<file path="src/rtl/ysyx_23060229_ifu.sv">
// Instruction fetch unit: owns the PC, fetches one instruction over an AR/R read
// channel, hands it to decode, then waits for execute to commit the next PC.
module ysyx_23060229_ifu #(
   parameter logic [31:0] RESET_PC = 32'h8000_0000
) (
   input  logic        clk,
   input  logic        rst,
   output logic [31:0] araddr,
   output logic        arvalid,
   input  logic        arready,
   input  logic [31:0] rdata,
   input  logic [1:0]  rresp,
   input  logic        rvalid,
   output logic        rready,
   output logic [31:0] inst,
   output logic [31:0] inst_pc,
   output logic        inst_valid,
   input  logic        inst_ready,
   input  logic        commit,
   input  logic [31:0] dnpc,
   output logic        fetch_err,
   output logic [31:0] retire_cnt
);

   typedef enum logic [2:0] {
      IDLE = 3'd0,
      AR   = 3'd1,
      R    = 3'd2,
      OUT  = 3'd3,
      EXEC = 3'd4,
      ERR  = 3'd5
   } state_t;

   localparam logic [31:0] NOP = 32'h0000_0013;

   state_t      r_state;
   logic [31:0] r_pc;
   logic [31:0] r_inst;
   logic [31:0] r_retire;
   logic        r_arvalid;
   logic        r_rready;
   logic        r_inst_valid;
   logic        r_fetch_err;

   logic        w_dnpc_aligned;
   logic        w_resp_ok;

   assign w_dnpc_aligned = (dnpc[1:0] == 2'b00);
   assign w_resp_ok      = (rresp == 2'b00);

   // Output flags are registered alongside the state so each equals (state == X).
   always_ff @(posedge clk or negedge rst) begin
      if (!rst) begin
         r_state      <= IDLE;
         r_pc         <= RESET_PC;
         r_inst       <= NOP;
         r_retire     <= '0;
         r_arvalid    <= 1'b0;
         r_rready     <= 1'b0;
         r_inst_valid <= 1'b0;
         r_fetch_err  <= 1'b0;
      end else begin
         unique case (r_state)
            IDLE: begin
               r_state   <= AR;
               r_arvalid <= 1'b1;
            end
            AR: begin
               if (arready) begin
                  r_state   <= R;
                  r_arvalid <= 1'b0;
                  r_rready  <= 1'b1;
               end
            end
            R: begin
               if (rvalid) begin
                  r_rready <= 1'b0;
                  if (w_resp_ok) begin
                     r_inst       <= rdata;
                     r_state      <= OUT;
                     r_inst_valid <= 1'b1;
                  end else begin
                     r_state     <= ERR;
                     r_fetch_err <= 1'b1;
                  end
               end
            end
            OUT: begin
               if (inst_ready) begin
                  r_state      <= EXEC;
                  r_inst_valid <= 1'b0;
               end
            end
            EXEC: begin
               if (commit) begin
                  // A misaligned target is still recorded in pc for debug.
                  r_pc     <= dnpc;
                  r_retire <= r_retire + 32'd1;
                  if (w_dnpc_aligned) begin
                     r_state   <= AR;
                     r_arvalid <= 1'b1;
                  end else begin
                     r_state     <= ERR;
                     r_fetch_err <= 1'b1;
                  end
               end
            end
            ERR: begin
               r_state <= ERR;
            end
            default: begin
               r_state      <= ERR;
               r_arvalid    <= 1'b0;
               r_rready     <= 1'b0;
               r_inst_valid <= 1'b0;
               r_fetch_err  <= 1'b1;
            end
         endcase
      end
   end

   assign araddr     = r_pc;
   assign inst_pc    = r_pc;
   assign inst       = r_inst;
   assign arvalid    = r_arvalid;
   assign rready     = r_rready;
   assign inst_valid = r_inst_valid;
   assign fetch_err  = r_fetch_err;
   assign retire_cnt = r_retire;

endmodule

</file>
<file path="config.mk">
export PLATFORM = sky130hd
export DESIGN_NAME = ysyx_23060229_ifu
export DESIGN_NICKNAME = d
export VERILOG_FILES = /design/src/rtl/ysyx_23060229_ifu.sv
export SDC_FILE = /design/constraint.sdc
export NUM_CORES = 1
export LEC_CHECK = 0
export CAP_MARGIN = 10
export CORE_ASPECT_RATIO = 0.5
export CORE_MARGIN = 2
export CORE_UTILIZATION = 39
export CTS_BUF_LIST = sky130_fd_sc_hd__clkbuf_4
export CTS_CLUSTER_DIAMETER = 30
export DETAILED_ROUTE_END_ITERATION = 12
export GPL_ROUTABILITY_DRIVEN = 0
export PLACE_DENSITY = 0.79
export SYNTH_ARGS = -nofsm -noshare
export SYNTH_HDL_FRONTEND = slang
export SYNTH_SLANG_ARGS = --single-unit
</file>
<file path="constraint.sdc">
create_clock -name clk -period 1.9 [get_ports clk]
set_clock_uncertainty 0.1 [all_clocks]
set_input_delay 0.38 -clock clk [delete_from_list [all_inputs] [get_ports clk]]
set_output_delay 0.38 -clock clk [all_outputs]
set_load 0.005 [all_outputs]
</file>
Word-level counts from Yosys, hierarchy flattened. Index checks and enable logic that the tools add are counted.

Bits in registers: 103. Bits of input ports: 72. Logic and storage cells: 63.

$add $sub $neg: 1. Equality and inequality tests: 13. Mux-type cells: 23. Bitwise logic cells: 4. Reduce and logical (&&, ||, !) cells: 14.

Operators by type and width (count): $add 32x1->32 const B (1); $mux 3 (6); $ne 2x2->1 const B (8); $pmux 3 s5 (1); $mux 1 (12); $reduce_and 4->1 (3); $reduce_or 4->1 (3); $pmux 1 s3 (3); $eq 3x2->1 const B (2); $eq 3x3->1 const B (2); $reduce_and 3->1 (2); $reduce_and 5->1 (1); $logic_not 2->1 (2); $not 1->1 (4); $pmux 1 s4 (1); $eq 3x1->1 const B (1); $logic_not 3->1 (1); $reduce_or 3->1 (1); $reduce_and 2->1 (1).

Logic depth before layout (Yosys ltp). Gate-level depths: netlist of the first run.

Word-level depth: 4. Depth in mapped cells: 7.

Worst setup path after synthesis of the first run. OpenSTA, ideal clock, no wires.

Path kind: reg-to-reg. Start point: register r_state[1]. End point: register r_pc[27], in the netlist araddr[27]. Arrival time: 1676 ps. Required time: 1675 ps. Setup slack: -1 ps. Cell stages (with the launch flop): 7. Clock period less this slack: 1901 ps. Cells stage by stage: dfrtp_1 > buf_6 > nor4bb_1 > buf_2 > buf_2 > buf_2 > mux2_2.

Cells in the longest elaborated chain, start to end: 2.

RTL lines: start, declared (RTL line 36) `state_t r_state;`; start signal, assigned (RTL line 54) `r_state <= IDLE;`; start signal, assigned (RTL line 65) `r_state <= AR;`; start signal, assigned (RTL line 70) `r_state <= R;`; $eq 3x3->1 (RTL line 63) `unique case (r_state)`; $reduce_and 2->1 (no source line); end signal, assigned (RTL line 97) `r_pc <= dnpc;`; end, declared (RTL line 37) `logic [31:0] r_pc;`.

No other way between the ends. A chain may end at the register's enable or synchronous reset.

Worst setup path in the final report of the first run.
Start point: register r_retire[10], in the netlist retire_cnt[10]. End point: register r_retire[30], in the netlist retire_cnt[30].

Cells in the longest elaborated chain, start to end: 1.

RTL lines: start, declared (RTL line 39) `logic [31:0] r_retire;`; start signal, assigned (RTL line 98) `r_retire <= r_retire + 32'd1;`; $add 32x1->32 (RTL line 98).

No other way between the ends.

==> impl_metrics.json, run 1 <==
{
  "cts_tree": "yes",
  "drt-pass1-iter-count": 4,
  "pwr-share-clk_pct": 14.3,
  "synth_area_um2": 4580,
  "met2_usage_pct": 31.0,
  "dp_hpwl_mm": 8.02,
  "netlist_instances": 347,
  "p_total_w": 0.00800,
  "period_share_pct": 99.2,
  "reg2reg_depth": 5,
  "ff2ff_setup_slack_ns": 0.01,
  "finalHoldViolCount": 0,
  "num_antenna_cells": 0,
  "synth.yosys.seq_area_share_pct": 56.3,
  "worst_pin_slew_ns": 0.358,
  "grt_util_met3_pct": 4.53,
  "insertion_delay_ns": 0.46,
  "power_density_nw_per_um2": 1090,
  "clockBufferDepth": 2,
  "critPathSlowestCell": "or3_4",
  "clk_pin_slew_ns": 0.17,
  "start_kind": "register",
  "cpLargestDelayFamily": "simple AND/OR/NAND/NOR gates",
  "grt_antenna_before_repair": 0,
  "routedWlPerCell_um": 15.2,
  "route.vias.total": 3385,
  "crit_arrival_ns": 2.17,
  "synth-edff-count": 0,
  "status": "finished clean",
  "vdd_drop_max_uv": 482,
  "ys_types": 38,
  "grt_most_used_layer": "met2",
  "switchingPower_w": 0.00228,
  "drc_errors": 0,
  "synth.net_count": 420,
  "cap_violations": 0,
  "portBuffers": 203,
  "worst-setup-path-type": "register to register",
  "grt_util_met1_pct": 20.4,
  "syn_to_final_growth_pct": 59.4,
  "r2r-start": "retire_cnt[10]",
  "die_y_um": 80.7,
  "reg2reg_to": "retire_cnt[30]",
  "synth_top_area_share_pct": 54.0,
  "slew_headroom_pct": 75.9,
  "route.antenna.remaining_nets": 0,
  "synth_top_area_cell": "dfrtp_1",
  "start_util_pct": 40.9,
  "grt_pass1_vias": 3391,
  "yosys_warnings": 0,
  "drive_gt1_share_pct": 28.7,
  "grt_max_degree": 45,
  "final_util_pct": 65.2,
  "worstSetupEndpointType": "register",
  "fillers": 867,
  "required_ns": 2.19,
  "crit_path_cell_trace": "buf_4 -> nand4_4 -> or3_4 -> nor4_1 -> xor2_1",
  "path_max_fanout": 12,
  "boundaryPins": 204,
  "ys.flop_type": "dfrtp_1",
  "setup_viol": 0,
  "num_rows": 27,
  "holdCritPathClass": "primary input to asynchronous set/reset pin",
  "avgSynthCellArea_um2": 13.2,
  "p_comb_share_pct": 44.0,
  "wirelength_mm": 11.2,
  "swShare_pct": 28.5,
  "finalMaxSlewViolations": 0,
  "sequentialPowerShare_pct": 41.8,
  "grt_pass1_wl_mm": 17.0,
  "fmax_ghz": 0.530,
  "h-tree-depth": 3,
  "ys_async_sr_fraction_pct": 100,
  "critical_path.max_stage_delay_ns": 0.49,
  "die_area_um2": 12700,
  "globalRouteOverflowTotal": 0,
  "timing.final.crit_period_ns": 1.89,
  "cts_inserted_buffers": 9,
  "critPathBufInv": 1,
  "whs_ns": 0.249,
  "clock-sinks": 103,
  "coreArea_um2": 11200,
  "rsz0062_at_grt": "true",
  "synth_area_leaders": "dfrtp_1 54%, mux2_2 16%, buf_4 5.2%",
  "grt.total_usage_pct": 17.3,
  "cts_root_buf": "clkbuf_4",
  "drt-initial-drc-count": 208,
  "fin_nets": 647,
  "die-width_um": 157,
  "vias_per_cell": 4.59,
  "synth-seq-cells": 103,
  "intPower_w": 0.00572,
  "p_leak_nw": 4.13
}
[how the worst max path moves through the flow]
stage	from	end	slack, ns	depth (start not counted)
global placement	rresp[1]	inst[15]	-0.32	6
floorplan	r_state[1]	araddr[27]	0.05	6
CTS	retire_cnt[30]	retire_cnt[30]	0.0009	1
finish	retire_cnt[10]	retire_cnt[30]	0.01	5
global route	r_state[0]	retire_cnt[30]	-0.08	5
detailed placement	commit	retire_cnt[14]	-0.38	7
[layer usage]
| metal | up-vias | part of all wire, % |
|---|---|---|
| li1 | 1620 | - |
| met1 | 1677 | 41 |
| met2 | 75 | 53 |
| met3 | 13 | 4.3 |
| met4 | 0 | 1.5 |
| met5 | - | 0 |
[layout make-up]
cell class / count / area [µm²] / area share, %
Multi-Input combinational cell: 190 / 1690 / 23.1
Tap cell: 159 / 199 / 2.72
Clock inverter: 7 / 71.3 / 0.976
Timing Repair Buffer: 263 / 2670 / 36.5
Inverter: 7 / 26.3 / 0.359
Sequential cell: 103 / 2580 / 35.4
Clock buffer: 9 / 67.6 / 0.924
[what timing repair did]
action | in CTS | in global routing
hold buffers | 1 | 0
pin swaps | 0 | 2
setup buffers | 24 | 12
endpoints found under the hold margin | 28 | 0
gates resized for setup | 22 | 75
setup endpoints to repair | 40 | 118
[power groups by stage]
stage / clock network (W) / registers [W] / logic [W]
finish: 0.00114 / 0.00334 / 0.00352
global route: 0.00129 / 0.00344 / 0.00378
CTS: 0.00119 / 0.00338 / 0.00359
detailed placement: 0 / 0.00345 / 0.00358
global placement: 0 / 0.00341 / 0.00352
floorplan: 0 / 0.00344 / 0.00150
[cells in the final DEF, fill, tap and decap left out, types with 4 or more instances in the layout]
master / count
clkdlybuf4s50_1: 113
dfrtp_1: 97
dlymetal6s2s_1: 69
mux2_2: 66
buf_4: 56
xor2_1: 20
dlygate4sd2_1: 20
nand2_1: 16
xnor2_1: 11
nand3_1: 9
clkbuf_4: 9
inv_1: 7
nor2_1: 7
a21oi_1: 7
nand2b_1: 6
nor4_2: 5
o21ai_0: 5
nor3_1: 4
nor4_1: 4
dfstp_2: 4
[cell families (layout without fill, tap and decap cells)]
kind of cell    after synthesis  in the layout  share of synthesized area (%)
simple gates                 73             73                           10.9
buf+inv                      54            286                           7.81
mux                          66             66                           16.2
xor+xnor                     31             31                           5.92
fa+ha+maj                     1              1                          0.273
flops                       103            103                           56.3
compound gates               19             19                           2.51
[stage by stage]
stage / setup slack [ns] / instance area, µm² / setup TNS, ns / std cells
floorplan: 0.0476 / 4590 / 0 / 347
global placement: -0.317 / 6710 / -23.98 / 685
detailed placement: -0.385 / 6710 / -27.15 / 685
CTS: 0.000911 / 7010 / 0 / 726
global route: -0.0815 / 7310 / -0.169 / 738
finish: 0.0147 / 7310 / 0 / 738
[Yosys cell counts (4+ instances only)]
cell	number
nor4_1	5
nand3_1	9
dfstp_2	4
nand2b_1	6
xor2_1	20
nor3_1	6
mux2_2	66
buf_2	10
dfrtp_1	99
nor4_2	5
xnor2_1	11
buf_4	32
nor2_1	7
o21ai_0	5
a21oi_1	7
nand2_1	16
inv_1	7
[registers in the layout, summed over array words and instances (netlist names)]
name        count
inst           32
r_state         3
retire_cnt     32
fetch_err       1
arvalid         1
inst_valid      1
rready          1
araddr         32
No activity file was read; power rests on OpenSTA's default activity.
==> run 2: changes to the inputs <==
==> constraint.sdc (replaced) <==
create_clock -name clk -period 1.9 [get_ports clk]
set_clock_uncertainty 0.1 [all_clocks]
set_input_delay 0.38 -clock clk [delete_from_list [all_inputs] [get_ports clk]]
set_output_delay 0.38 -clock clk [all_outputs]
set_load 0.02 [all_outputs]
==> run 2 against run 1 <==
  * First-iteration DRC count decreased by 23%
  * Sequential share of layout area increased by 2.9 points
  * Power increased by 6.4%
  * Critical endpoint is now retire_cnt[14]
==> impl_metrics.json, run 2 (synthesis results as in run 1) <==
{
  "status": "finished clean",
  "mostFrequentLayoutCell": "dlygate4sd2_1",
  "worst_pin_slew_ns": 0.366,
  "vdd_drop_max_uv": 578,
  "finalHoldViolCount": 0,
  "crit_top_cell": "buf_4",
  "setup_viol": 0,
  "required_ns": 2.20,
  "grt_max_degree": 45,
  "cts_root_buf": "clkbuf_4",
  "layout_common_cells": "127 x dlygate4sd2_1, 97 x dfrtp_1, 70 x clkdlybuf4s50_1, 66 x mux2_2, 23 x buf_4",
  "dpl.cell_count": 685,
  "start_util_pct": 40.9,
  "cts_tree": "yes",
  "slew_headroom_pct": 75.4,
  "reg2reg_depth": 6,
  "grt.total_usage_pct": 16.8,
  "critical_path.max_stage_delay_ns": 0.43,
  "fin_nets": 613,
  "crit_arrival_ns": 2.14,
  "holdCritPathClass": "primary input to asynchronous set/reset pin",
  "finalMaxSlewViolations": 0,
  "coreArea_um2": 11200,
  "grt_pass1_wl_mm": 16.5,
  "vias_per_cell": 4.58,
  "grt_antenna_before_repair": 0,
  "rsz0062_at_grt": "true",
  "r2r-start": "r_state[2]",
  "portBuffers": 203,
  "ff2ff_setup_slack_ns": 0.05,
  "path_max_fanout": 8,
  "critPathSlowestCell": "dfrtp_1",
  "period_share_pct": 97.1,
  "drt-pass1-iter-count": 4,
  "fmax_ghz": 0.542,
  "die-width_um": 157,
  "wirelength_mm": 10.5,
  "syn_to_final_growth_pct": 47.2,
  "reg2reg_to": "retire_cnt[14]",
  "clk_pin_slew_ns": 0.17,
  "grt_pass1_vias": 3258,
  "cpLargestDelayFamily": "simple AND/OR/NAND/NOR gates",
  "die_y_um": 80.7,
  "num_antenna_cells": 0,
  "drt-initial-drc-count": 161,
  "insertion_delay_ns": 0.46,
  "timing.final.crit_period_ns": 1.85,
  "boundaryPins": 204,
  "crit_path_cell_trace": "nor4bb_4 -> buf_4 -> nand4_4 -> buf_4 -> nor3_1 -> xor2_1",
  "power_density_nw_per_um2": 1260,
  "critPathCapture": "retire_cnt[14]",
  "route.antenna.remaining_nets": 0,
  "route.vias.total": 3221,
  "fillers": 983,
  "cap_violations": 0,
  "drive_gt1_share_pct": 24.8,
  "h-tree-depth": 3,
  "routedWlPerCell_um": 14.9,
  "fin_tns_setup_ns": 0,
  "globalRouteOverflowTotal": 0,
  "start_kind": "register",
  "worstSetupEndpointType": "register",
  "num_rows": 27,
  "die_area_um2": 12700,
  "crit_start": "r_state[2]",
  "critPathBufInv": 2,
  "clock-sinks": 103,
  "cts_inserted_buffers": 9,
  "worst-setup-path-type": "register to register",
  "cp_num_cells": 6,
  "dp_hpwl_mm": 8.02,
  "drc_errors": 0,
  "final_util_pct": 60.2,
  "p_leak_nw": 3.38,
  "fin_cells": 704,
  "clockBufferDepth": 2
}
==> run 2: changes by cell type in the layout (fill, tap and decap cells not counted), sizes merged <==
| cell | change |
|---|---|
| dlygate4sd2 | +107 |
| clkdlybuf4s15 | +4 |
| clkbuf | +1 |
| dlymetal6s2s | -69 |
| clkdlybuf4s50 | -43 |
| buf | -34 |
==> run 2: worst min-delay path by stage <==
| stage | startpoint | end | slack, ns | depth (start not counted) |
|---|---|---|---|---|
| floorplan | rst | araddr[0] | -0.02 | 0 |
| global placement | rst | fetch_err | 0.19 | 1 |
| detailed placement | rst | rready | 0.20 | 1 |
| CTS | rst | inst[25] | 0.21 | 2 |
| global route | rst | inst[25] | 0.25 | 2 |
| finish | rst | inst[29] | 0.25 | 2 |
==> run 2: timing repair <==
action / CTS / global route
buffers inserted: 1 / 1
pin swaps: 0 / 2
endpoints found under the hold margin: 28 / 0
hold buffers: 1 / 0
endpoints found under the setup margin: 132 / 45
resized for setup: 133 / 14
==> run 2: power by group <==
group / switching, W / leakage [nW] / internal [W]
combinational: 0.00221 / 2.02 / 0.00182
clock: 0.000736 / 0.0683 / 0.000401
sequential: 0.000437 / 1.29 / 0.00291
total: 0.00338 / 3.38 / 0.00513
==> run 2: worst register-to-register path: cells and delay by family, from the launching register on <==
kind	cells	cell delay (ns)
and+or+nand+nor	3	0.67
DFF	1	0.43
buffers and inverters	2	0.42
xor gates and xnor gates	1	0.18
==> run 2: layout make-up <==
cell class                 count  area [µm²]  share of cell area, %
multi-input combinational    190        1700                   25.2
sequential                   103        2580                   38.3
timing repair buffer         229        2100                   31.1
inverter                       7        26.3                  0.389
tap                          159         199                   2.95
clock buffer                   9        67.6                   1.00
clock inverter                 7        71.3                   1.06
==> run 2: per-layer routing <==
layer | wire length [µm] | up-vias | GRT usage, %
met3 | 461 | 6 | 4.37
met5 | 0 | - | 0
met4 | 82 | 0 | 4.55
met2 | 5600 | 68 | 30.4
li1 | - | 1539 | -
met1 | 4350 | 1608 | 19.9
==> run 2: through the flow <==
step           setup slack [ns]  total power [W]  instance area, µm²  hold slack (ns)
6_report                 0.0545          0.00851                6750            0.246
2_1_floorplan            0.0369          0.00612                4590          -0.0156
3_3_place_gp             -0.317          0.00813                6710            0.193
4_1_cts                  0.0113          0.00862                6700            0.213
3_5_place_dp             -0.385          0.00823                6710            0.197
5_1_grt                 -0.0370          0.00902                6750            0.248
==> run 3: changes to the inputs <==
GPL_TIMING_DRIVEN = 0   (was default)
==> run 3 against run 2 <==
  * The flow now finishes with violations (negative setup slack)
  * Die area stayed put
  * Via count is 7.2% higher
  * Sequential power about the same
  * Core utilization rose by 3.5 points
  * Non-clock buffer count increased by 38
  * Critical endpoint is now retire_cnt[29]
==> impl_metrics.json, run 3 (synthesis results as in run 1) <==
{
  "status": "finished with violations",
  "violations": "negative setup slack",
  "coreArea_um2": 11200,
  "grt_pass1_vias": 3444,
  "clockBufferDepth": 2,
  "cts_tree": "yes",
  "drc_errors": 0,
  "insertion_delay_ns": 0.44,
  "p_leak_nw": 3.64,
  "boundaryPins": 204,
  "setup_viol": 4,
  "die_area_um2": 12700,
  "route.antenna.remaining_nets": 0,
  "crit_path_cell_trace": "nand4_4 -> or3_4 -> buf_4 -> nor4_1 -> xor2_1",
  "grt.total_usage_pct": 17.5,
  "worst_pin_slew_ns": 0.476,
  "holdCritPathClass": "primary input to asynchronous set/reset pin",
  "dp_hpwl_mm": 8.16,
  "p_total_w": 0.00902,
  "vdd_drop_max_uv": 602,
  "grt_antenna_before_repair": 0,
  "routedWlPerCell_um": 15.3,
  "cts_root_buf": "clkbuf_4",
  "power_density_nw_per_um2": 1260,
  "clk_pin_slew_ns": 0.16,
  "critPathSlowestCell": "dfrtp_1",
  "finalMaxSlewViolations": 0,
  "syn_to_final_growth_pct": 55.8,
  "path_max_fanout": 4,
  "rsz0062_at_grt": "true",
  "worst-setup-path-type": "register to register",
  "start_util_pct": 40.9,
  "h-tree-depth": 3,
  "num_rows": 27,
  "worstSetupEndpointType": "register",
  "grt_max_degree": 71,
  "drt-initial-drc-count": 157,
  "timing.final.crit_period_ns": 1.95,
  "vias_per_cell": 4.65,
  "drive_gt1_share_pct": 31.6,
  "mostFrequentLayoutCell": "dlygate4sd2_1",
  "num_antenna_cells": 0,
  "portBuffers": 203,
  "cts_inserted_buffers": 9,
  "layout_common_cells": "130 x dlygate4sd2_1, 94 x dfrtp_1, 70 x clkdlybuf4s50_1, 66 x mux2_2, 47 x buf_4",
  "fmax_ghz": 0.513,
  "placed_area_um2": 6840,
  "grt_pass1_wl_mm": 17.3,
  "start_kind": "register",
  "fillers": 1001,
  "required_ns": 2.18,
  "fin_area_um2": 7140,
  "drt-pass1-iter-count": 4,
  "critical_path.max_stage_delay_ns": 0.46,
  "cap_violations": 0,
  "clock-sinks": 103,
  "period_share_pct": 103,
  "worst_slack_ns": -0.0483,
  "slew_headroom_pct": 68.3,
  "route.vias.total": 3452,
  "finalHoldViolCount": 0,
  "globalRouteOverflowTotal": 0,
  "crit_arrival_ns": 2.23,
  "die_y_um": 80.7,
  "die-width_um": 157,
  "wirelength_mm": 11.3,
  "fin_nets": 651
}
-- run 3: through the flow --
stage	instances	setup WS, ns	TNS (ns)	hold slack, ns	util (%)
3_5_place_dp	710	-0.555	-39.41	0.272	61.0
2_1_floorplan	347	0.0369	0	-0.0156	-
6_report	742	-0.0483	-0.0998	0.324	63.7
5_1_grt	742	-0.149	-4.52	0.339	63.7
3_3_place_gp	709	-3.71	-415.77	0.359	60.8
4_1_cts	727	-0.0664	-0.208	0.292	61.2
-- run 3: worst paths after layout --
kind,start,to,slack (ns),cells past startpoint
max in group asynchronous,rst,araddr[31],0.67,3
hold / removal,rst,fetch_err,0.32,2
min in group clk,retire_cnt[31],retire_cnt[31],0.38,1
setup reg to reg,retire_cnt[11],retire_cnt[29],-0.05,5
setup / recovery,retire_cnt[11],retire_cnt[29],-0.05,5
hold reg to reg,retire_cnt[31],retire_cnt[31],0.38,1
-- run 3: worst max-delay path, delay by kind of cell (launching register included) --
family	cells	cell delay, ns
and+or+nand+nor	3	0.99
DFF	1	0.46
buffers and inverters	1	0.16
xor gates and xnor gates	1	0.18
-- run 3: power by group --
| part | internal [W] | leakage (nW) | switching (W) |
|---|---|---|---|
| sequential | 0.00291 | 1.29 | 0.000470 |
| clock | 0.000404 | 0.0723 | 0.000747 |
| combinational | 0.00220 | 2.28 | 0.00228 |
-- run 3: cell type report --
| class | instances | area [µm²] | share of cell area (%) |
|---|---|---|---|
| Buffer | 47 | 369 | 5.17 |
| Clock inverter | 7 | 72.6 | 1.02 |
| Multi-Input combinational cell | 190 | 1790 | 25.0 |
| Sequential cell | 103 | 2590 | 36.2 |
| Inverter | 7 | 26.3 | 0.368 |
| Timing Repair Buffer | 220 | 2030 | 28.4 |
| Clock buffer | 9 | 67.6 | 0.946 |
| Tap cell | 159 | 199 | 2.79 |
-- run 3: repair_timing --
| action | CTS | global route |
|---|---|---|
| endpoints found under the hold margin | 30 | 0 |
| endpoints found under the setup margin | 196 | 83 |
| pin swaps | 0 | 12 |
| hold buffers | 1 | 0 |
| cloned | 0 | 2 |
| setup buffers | 0 | 13 |
| gates resized for setup | 144 | 34 |
-- run 3: per-layer routing --
| layer | routed length, µm | part of all wire, % | vias to the layer above | global-route usage, % |
|---|---|---|---|---|
| li1 | - | - | 1629 | - |
| met1 | 4610 | 41 | 1715 | 20.5 |
| met2 | 6030 | 53 | 90 | 31.1 |
| met3 | 507 | 4.5 | 18 | 4.32 |
| met4 | 207 | 1.8 | 0 | 6.82 |
| met5 | 0 | 0 | - | 0 |
